$ cat config.mk
export PLATFORM = sky130hd
export DESIGN_NAME = spi_txn_ctrl
export DESIGN_NICKNAME = d
export VERILOG_FILES = /design/src/rtl/spi_txn_ctrl.sv
export SDC_FILE = /design/constraint.sdc
export NUM_CORES = 1
export LEC_CHECK = 0
export ABC_AREA = 1
export BUFFER_PORTS_ARGS = -buffer_cell sky130_fd_sc_hd__buf_4
export CAP_MARGIN = 20
export CORE_UTILIZATION = 50
export CTS_CLUSTER_SIZE = 8
export DETAILED_ROUTE_END_ITERATION = 6
export PLACE_DENSITY = 0.77
export SLEW_MARGIN = 10
export SYNTH_ARGS = -nofsm -noshare
export SYNTH_HDL_FRONTEND = slang
export SYNTH_SLANG_ARGS = --single-unit
$ cat constraint.sdc
create_clock -name clk -period 1.7 [get_ports clk]
set_input_delay 0.255 -clock clk [delete_from_list [all_inputs] [get_ports clk]]
set_output_delay 0.255 -clock clk [all_outputs]
set_load 0.01 [all_outputs]
$ cat src/rtl/spi_txn_ctrl.sv
// spi_txn_ctrl: shares one byte-wide SPI engine between two requesters.
// Round-robin grant, owner-only active-low chip select, and 1..8 byte
// transfers sequenced through the engine's start/busy handshake.
module spi_txn_ctrl #(
    parameter int unsigned CS_SETUP     = 4,
    parameter int unsigned CS_HOLD      = 4,
    parameter int unsigned INTER_BYTE   = 2,
    parameter int unsigned BUSY_TIMEOUT = 15
) (
    input  logic       clk,
    input  logic       rst,
    input  logic [1:0] req,
    input  logic [2:0] len0,
    input  logic [2:0] len1,
    input  logic [7:0] tx0,
    input  logic [7:0] tx1,
    output logic [1:0] gnt,
    output logic [1:0] tx_next,
    output logic [1:0] rx_valid,
    output logic [7:0] rx_data,
    output logic [1:0] done,
    output logic [1:0] err,
    output logic [1:0] cs_n,
    output logic       spi_start,
    output logic [7:0] spi_data_in,
    input  logic       spi_busy,
    input  logic [7:0] spi_data_out
);

    // Terminal values of the shared phase timer. GAP and HOLD are entered in
    // the same cycle rx_valid shows, so they run one cycle longer than the
    // nominal count to land spi_start/done INTER_BYTE+1 / CS_HOLD+1 cycles
    // after rx_valid.
    localparam logic [7:0] SETUP_LAST = 8'(CS_SETUP - 1);
    localparam logic [7:0] GAP_LAST   = 8'(INTER_BYTE);
    localparam logic [7:0] HOLD_LAST  = 8'(CS_HOLD);
    localparam logic [7:0] BUSY_LAST  = 8'(BUSY_TIMEOUT - 1);

    typedef enum logic [2:0] {
        IDLE, SETUP, LOAD, WAIT_BUSY, WAIT_DONE, GAP, HOLD, FINISH
    } state_t;

    state_t     state;
    logic [7:0] tmr;
    logic [3:0] bytes_left;
    logic       owner;
    logic       last_owner;

    // Arbitration choice and decoded length for the requester about to win.
    logic       pick;
    logic [2:0] pick_len_raw;
    logic [3:0] pick_len;

    assign pick         = (req == 2'b11) ? ~last_owner : req[1];
    assign pick_len_raw = pick ? len1 : len0;
    assign pick_len     = (pick_len_raw == 3'd0) ? 4'd8 : {1'b0, pick_len_raw};

    // Transaction sequencer; every output is a register updated here. Pulses
    // are set on the edge entering the state that owns them, so each one is
    // visible for exactly that state's single cycle.
    always_ff @(posedge clk) begin
        if (rst) begin
            state       <= IDLE;
            tmr         <= 8'd0;
            bytes_left  <= 4'd0;
            owner       <= 1'b0;
            last_owner  <= 1'b1;
            gnt         <= 2'b00;
            cs_n        <= 2'b11;
            tx_next     <= 2'b00;
            rx_valid    <= 2'b00;
            rx_data     <= 8'h00;
            done        <= 2'b00;
            err         <= 2'b00;
            spi_start   <= 1'b0;
            spi_data_in <= 8'h00;
        end else begin
            spi_start <= 1'b0;
            tx_next   <= 2'b00;
            rx_valid  <= 2'b00;
            done      <= 2'b00;
            err       <= 2'b00;
            case (state)
                IDLE: begin
                    if (req != 2'b00) begin
                        owner      <= pick;
                        gnt        <= pick ? 2'b10 : 2'b01;
                        cs_n       <= pick ? 2'b01 : 2'b10;
                        bytes_left <= pick_len;
                        tmr        <= 8'd0;
                        state      <= SETUP;
                    end
                end
                SETUP: begin
                    if (tmr == SETUP_LAST) begin
                        state          <= LOAD;
                        spi_start      <= 1'b1;
                        tx_next[owner] <= 1'b1;
                        spi_data_in    <= owner ? tx1 : tx0;
                    end else begin
                        tmr <= tmr + 8'd1;
                    end
                end
                LOAD: begin
                    tmr   <= 8'd0;
                    state <= WAIT_BUSY;
                end
                WAIT_BUSY: begin
                    if (spi_busy) begin
                        state <= WAIT_DONE;
                    end else if (tmr == BUSY_LAST) begin
                        // Engine never answered: abort, release the slave.
                        state      <= FINISH;
                        cs_n       <= 2'b11;
                        gnt        <= 2'b00;
                        err[owner] <= 1'b1;
                        last_owner <= owner;
                    end else begin
                        tmr <= tmr + 8'd1;
                    end
                end
                WAIT_DONE: begin
                    if (!spi_busy) begin
                        rx_data         <= spi_data_out;
                        rx_valid[owner] <= 1'b1;
                        bytes_left      <= bytes_left - 4'd1;
                        tmr             <= 8'd0;
                        state           <= (bytes_left == 4'd1) ? HOLD : GAP;
                    end
                end
                GAP: begin
                    if (tmr == GAP_LAST) begin
                        state          <= LOAD;
                        spi_start      <= 1'b1;
                        tx_next[owner] <= 1'b1;
                        spi_data_in    <= owner ? tx1 : tx0;
                    end else begin
                        tmr <= tmr + 8'd1;
                    end
                end
                HOLD: begin
                    if (tmr == HOLD_LAST) begin
                        state       <= FINISH;
                        cs_n        <= 2'b11;
                        gnt         <= 2'b00;
                        done[owner] <= 1'b1;
                        last_owner  <= owner;
                    end else begin
                        tmr <= tmr + 8'd1;
                    end
                end
                FINISH:  state <= IDLE;
                default: state <= IDLE;
            endcase
        end
    end

endmodule

# Yosys cells after proc, flatten, opt, wreduce, memory -nomap -nowiden
# Index checks and enable logic that the tools add are counted.
[totals]
ff_bits = 46
out_inout_bits = 29
elab_cells = 121
[op_classes]
n_addsub = 2
n_lt_le_gt_ge = 2
eq_ne = 25
muxes = 51
bitwise = 7
reduce_logical = 20
[op_table]
columns = ["op", "count"]
rows = [
  ["$mux 8", 10],
  ["$pmux 8 s7", 1],
  ["$mux 2", 13],
  ["$mux 3", 8],
  ["$pmux 3 s8", 1],
  ["$ne 2x2->1 const B", 11],
  ["$eq 8x2->1 const B", 2],
  ["$pmux 8 s2", 1],
  ["$eq 3x3->1 const B", 4],
  ["$mux 4", 3],
  ["$pmux 2 s3", 2],
  ["$add 8x1->8 const B", 1],
  ["$eq 8x3->1 const B", 1],
  ["$eq 8x4->1 const B", 1],
  ["$pmux 4 s2", 1],
  ["$reduce_and 8->1", 1],
  ["$reduce_bool 2->1", 4],
  ["$mux 1", 7],
  ["$not 1->1", 7],
  ["$reduce_bool 7->1", 1],
  ["$eq 3x2->1 const B", 2],
  ["$logic_not 3->1", 2],
  ["$reduce_and 3->1", 2],
  ["$reduce_and 6->1", 1],
  ["17 further kinds", 20],
]

# Logic depth before layout (Yosys ltp)
[logic_depth]
ltp_word = 7
depth_mapped = 11
depth_no_buf = 11

# Least setup slack after synthesis
# No wires, ideal clock.
[synth_timing]
kind = "register -> register"
start = "register tmr[0]"
end = "register gnt[0]"
t_arrival_ps = 1321
required_time_ps = 1587
path_slack_ps = 266
stages_incl_launch_ff = 12
path_buffers = 0
period_less_slack_ps = 1434
cell_sequence = "dfxtp_1 > inv_1 > ha_1 > nand3_1 > nor2_1 > nand2_1 > nand2_1 > nand2_1 > nor2_1 > nand2_1 > nand2_1 > nor2_1"
[synth_between]
elab_chain_cells = 3
[synth_lines]
columns = ["item", "line_no", "text"]
rows = [
  ["start, declared", "44", "logic [7:0] tmr;"],
  ["start signal, assigned", "101", "tmr <= tmr + 8'd1;"],
  ["start signal, assigned", "119", "tmr <= tmr + 8'd1;"],
  ["start signal, assigned", "138", "tmr <= tmr + 8'd1;"],
  ["$eq 8x3->1 or $eq 8x4->1 (tied branches)", "142, 111", ""],
  ["$ne 2x2->1 (no source line)", "-", ""],
  ["$reduce_and 5->1 (no source line) (*)", "-", ""],
  ["end signal, assigned", "87", "gnt <= pick ? 2'b10 : 2'b01;"],
  ["end, declared", "17", "output logic [1:0] gnt,"],
]
# Mark *: on every way between the ends. The rest lies on a longest branch, timed or not.
# A chain may end at the register's enable or synchronous reset.

# Worst setup path after layout
[layout_timing]
start = "register state[0]"
end = "register tmr[1]"
[layout_between]
elab_chain_cells = 3
[layout_lines]
columns = ["item", "line_no", "text"]
rows = [
  ["start, declared", "43", "state_t state;"],
  ["start signal, assigned", "128", "state <= (bytes_left == 4'd1) ? HOLD : GAP;"],
  ["$eq 3x3->1, or another cell as far along", "83", "case (state)"],
  ["$reduce_bool 7->1 (no source line) or $ne 2x2->1 (tied branches)", "-", ""],
  ["$reduce_and 8->1 (no source line)", "-", ""],
]
# Parallel ways exist; a longest one is shown, timed or not.

==> impl_metrics.env <==
export IMPL_outcome="finished, final reports clean"
export IMPL_netlist_top_cells_area="dfxtp_1 40%, nand2_1 15%, nand3_1 7.5%, nor2_1 6.4%, o21ai_0 5.2%"
export IMPL_period_share_pct=91.18
export IMPL_p_int_mw=2.090
export IMPL_fin_crit_ps=1550
export IMPL_yosys_area_top_type="dfxtp_1"
export IMPL_dieArea_um2=4934
export IMPL_drv_slew=0
export IMPL_critPathSlowestCell="dfxtp_1"
export IMPL_ys_warn_count=0
export IMPL_root_buffer="clkbuf_8"
export IMPL_dr_pass1_iters=4
export IMPL_dp_hpwl_mm=4.230
export IMPL_clockBufferDepth=2
export IMPL_fmaxAchievable_mhz=645.1
export IMPL_synth_seq_cells=46
export IMPL_clock_latency_ps=300
export IMPL_cp_common_cell="nand2_1"
export IMPL_critPathKind="flip-flop to flip-flop"
export IMPL_vias_per_cell=5.236
export IMPL_tritoncts="yes"
export IMPL_clkPwrFrac_pct=18.9
export IMPL_core_area_um2=4414
export IMPL_synth_area_um2=2328
export IMPL_numCtsBuffers=5
export IMPL_power_frac_seq_pct=38.5
export IMPL_netlist_cell_type_count=26
export IMPL_arrival_ps=1790
export IMPL_fin_nets=453
export IMPL_crit_chain="inv_1 -> nand3_1 -> inv_1 -> nand2_1 -> nand2_2 -> nor2_4 -> nand2_4 -> nand2_1 -> nand2_1 -> nor2_1"
export IMPL_switching_share_pct=40.75
export IMPL_max_slew_margin_pct=69.95
export IMPL_place_area_um2=2865
export IMPL_die_w_um=70.24
export IMPL_fin_area_um2=3007
export IMPL_num_rows=24
export IMPL_rsz0062_at_grt="false"
export IMPL_finClkSkew_ps=11.42
export IMPL_floorplan_initialDensity_pct=52.75
export IMPL_p_switching_mw=1.438
export IMPL_synthToLayoutAreaGrowth_pct=29.12
export IMPL_grt_ovfl_total=0
export IMPL_grt_pass1_vias=2231
export IMPL_power_leakage_nw=1.423
export IMPL_required_ps=1940
export IMPL_cts_sinks=46
export IMPL_place_ws_ps=45.42
export IMPL_route_detailed_drc=0
export IMPL_worstMarginPinSlew_ps=450.3
export IMPL_crit_family="simple AND/OR/NAND/NOR gates"
export IMPL_syn_area_per_cell_um2=6.749
export IMPL_dr_total_vias=2440
export IMPL_worst_path_max_fanout=8
export IMPL_drt_iter0_markers=115
export IMPL_finalSetupViolCount=0
export IMPL_grt_start_max_net_pins=30
export IMPL_routed_wl_mm=5.723
export IMPL_hold_class="input port to flip-flop"
export IMPL_timing_setup_tns_ps=0
export IMPL_p_total_mw=3.528
export IMPL_ir_worst_vdd_v=0.0006665
export IMPL_hold_viol_final=0
export IMPL_drive_gt1_share_pct=26.09
export IMPL_ioPinCount=64
export IMPL_max_stage_delay_ps=440
export IMPL_clk_pin_slew_worst_paths_ps=90
export IMPL_groute_usage_overall_pct=23.95
export IMPL_ys_seq_area_share_pct=39.55
export IMPL_path_buf_inv=2
export IMPL_wl_per_cell_um=12.28
export IMPL_num_antenna_cells=0
export IMPL_max_cap_violations=0
export IMPL_grt_antenna_before_repair=0
export IMPL_place_port_buffers=63
export IMPL_die_h_um=70.24
export IMPL_yosys_area_top_type_share_pct=39.55
export IMPL_powerDensity_nw_per_um2=1173
export IMPL_place_congestion=0.8647
export IMPL_htree_levels=2
export IMPL_end_kind="flip-flop"
export IMPL_comb_power_share_pct=42.6
export IMPL_antenna_left=0
export IMPL_synthCells=345
export IMPL_setup_ws_ps=149.9
export IMPL_synth_nets=385
export IMPL_grt_pass1_wl_mm=9.584
export IMPL_start_kind="flip-flop"
cell usage after synthesis:
| cell | instances |
|---|---|
| nand2_1 | 94 |
| dfxtp_1 | 46 |
| nor2_1 | 40 |
| nand3_1 | 35 |
| inv_1 | 29 |
| o21ai_0 | 24 |
| a21oi_1 | 23 |
| a31oi_1 | 9 |
| clkbuf_1 | 8 |
| ha_1 | 5 |
| nand4_1 | 4 |
| nor3_1 | 4 |
| inv_2 | 3 |
| nand2_4 | 3 |
| nor2_4 | 3 |
| buf_4 | 2 |
| nand2_2 | 2 |
| or2_2 | 2 |
| xor2_1 | 2 |
| a211oi_1 | 1 |
| buf_2 | 1 |
| buf_6 | 1 |
| nand3_2 | 1 |
| nand3b_1 | 1 |
| nor2_2 | 1 |
| o211ai_1 | 1 |
flip-flops by register name, summed over array words and instances, names as in the netlist, 2 cells and up:
signal	flops
rx_valid	2
gnt	2
rx_data	8
cs_n	2
bytes_left	4
state	3
spi_data_in	8
tx_next	2
tmr	8
err	2
done	2
metrics by stage:
stage               utilization [%]  cells  hold slack [ps]
floorplan                         -    345            414.1
global placement              64.91    456            448.0
detailed placement            64.91    456            453.5
CTS                           66.89    464            218.8
global route                  68.11    466            221.9
finish                        68.11    466            224.2
placed cells by master, fill, tap and decap left out, drive strengths merged:
master  instances
nand3          36
a21oi          23
nor3            4
nand4           4
ha              5
a31oi           9
o21ai          24
clkbuf          5
dfxtp          46
nor2           45
clkinv          2
buf            72
nand2          99
or2             2
inv            33
o211ai          1
nand3b          1
xor2            2
a211oi          1
final cells by class:
cell class                 count  area [um2]
clock buffer                   5       68.82
clock inverter                 3       18.77
timing repair buffer          72       540.5
tap                           52       65.06
multi-input combinational    256        1262
sequential                    46       928.4
fill                         391        1408
inverter                      32       122.6
tightest hold or removal path: cells and delay by family:
family | cells | cell delay (ps)
buffers and inverters | 1 | 110
AOI/OAI and AO/OA | 1 | 60
and+or+nand+nor | 1 | 70
logic make-up after synthesis:
| logic type | after synthesis | share of synthesized area (%) |
|---|---|---|
| DFF | 46 | 39.55 |
| and+or+nand+nor | 190 | 36.06 |
| AOI/OAI and AO/OA | 58 | 13.17 |
| adders and majority gates | 5 | 2.687 |
| buffers and inverters | 44 | 7.791 |
| xor gates and xnor gates | 2 | 0.7524 |
what timing repair did:
| action | CTS | global route |
|---|---|---|
| gates resized for setup | 0 | 17 |
| hold buffers | 0 | 0 |
| endpoints found under the setup margin | 0 | 19 |
| setup buffers | 0 | 1 |
power by group through the flow:
stage / clock, mW / combinational [mW] / sequential (mW)
floorplan: 0 / 1.03 / 1.38
global placement: 0 / 1.44 / 1.37
detailed placement: 0 / 1.46 / 1.38
CTS: 0.682 / 1.47 / 1.35
global route: 0.728 / 1.70 / 1.38
finish: 0.666 / 1.50 / 1.36
worst paths after layout:
path	startpoint	to	slack, ps	cells after the start
setup reg to reg	state[0]	tmr[1]	150	10
hold reg to reg	rx_data[5]	rx_data[5]	460	2
hold / removal	spi_data_out[7]	rx_data[7]	220	3
setup / recovery	state[0]	tmr[1]	150	10
routing by layer:
layer	global-route usage, %	vias up	routed length [um]
met5	0	-	0
li1	-	1259	-
met1	29.82	1097	2522
met2	40.42	78	2754
met3	6.205	6	387
met4	7.111	0	59
Power figures use the tool's default switching activity.
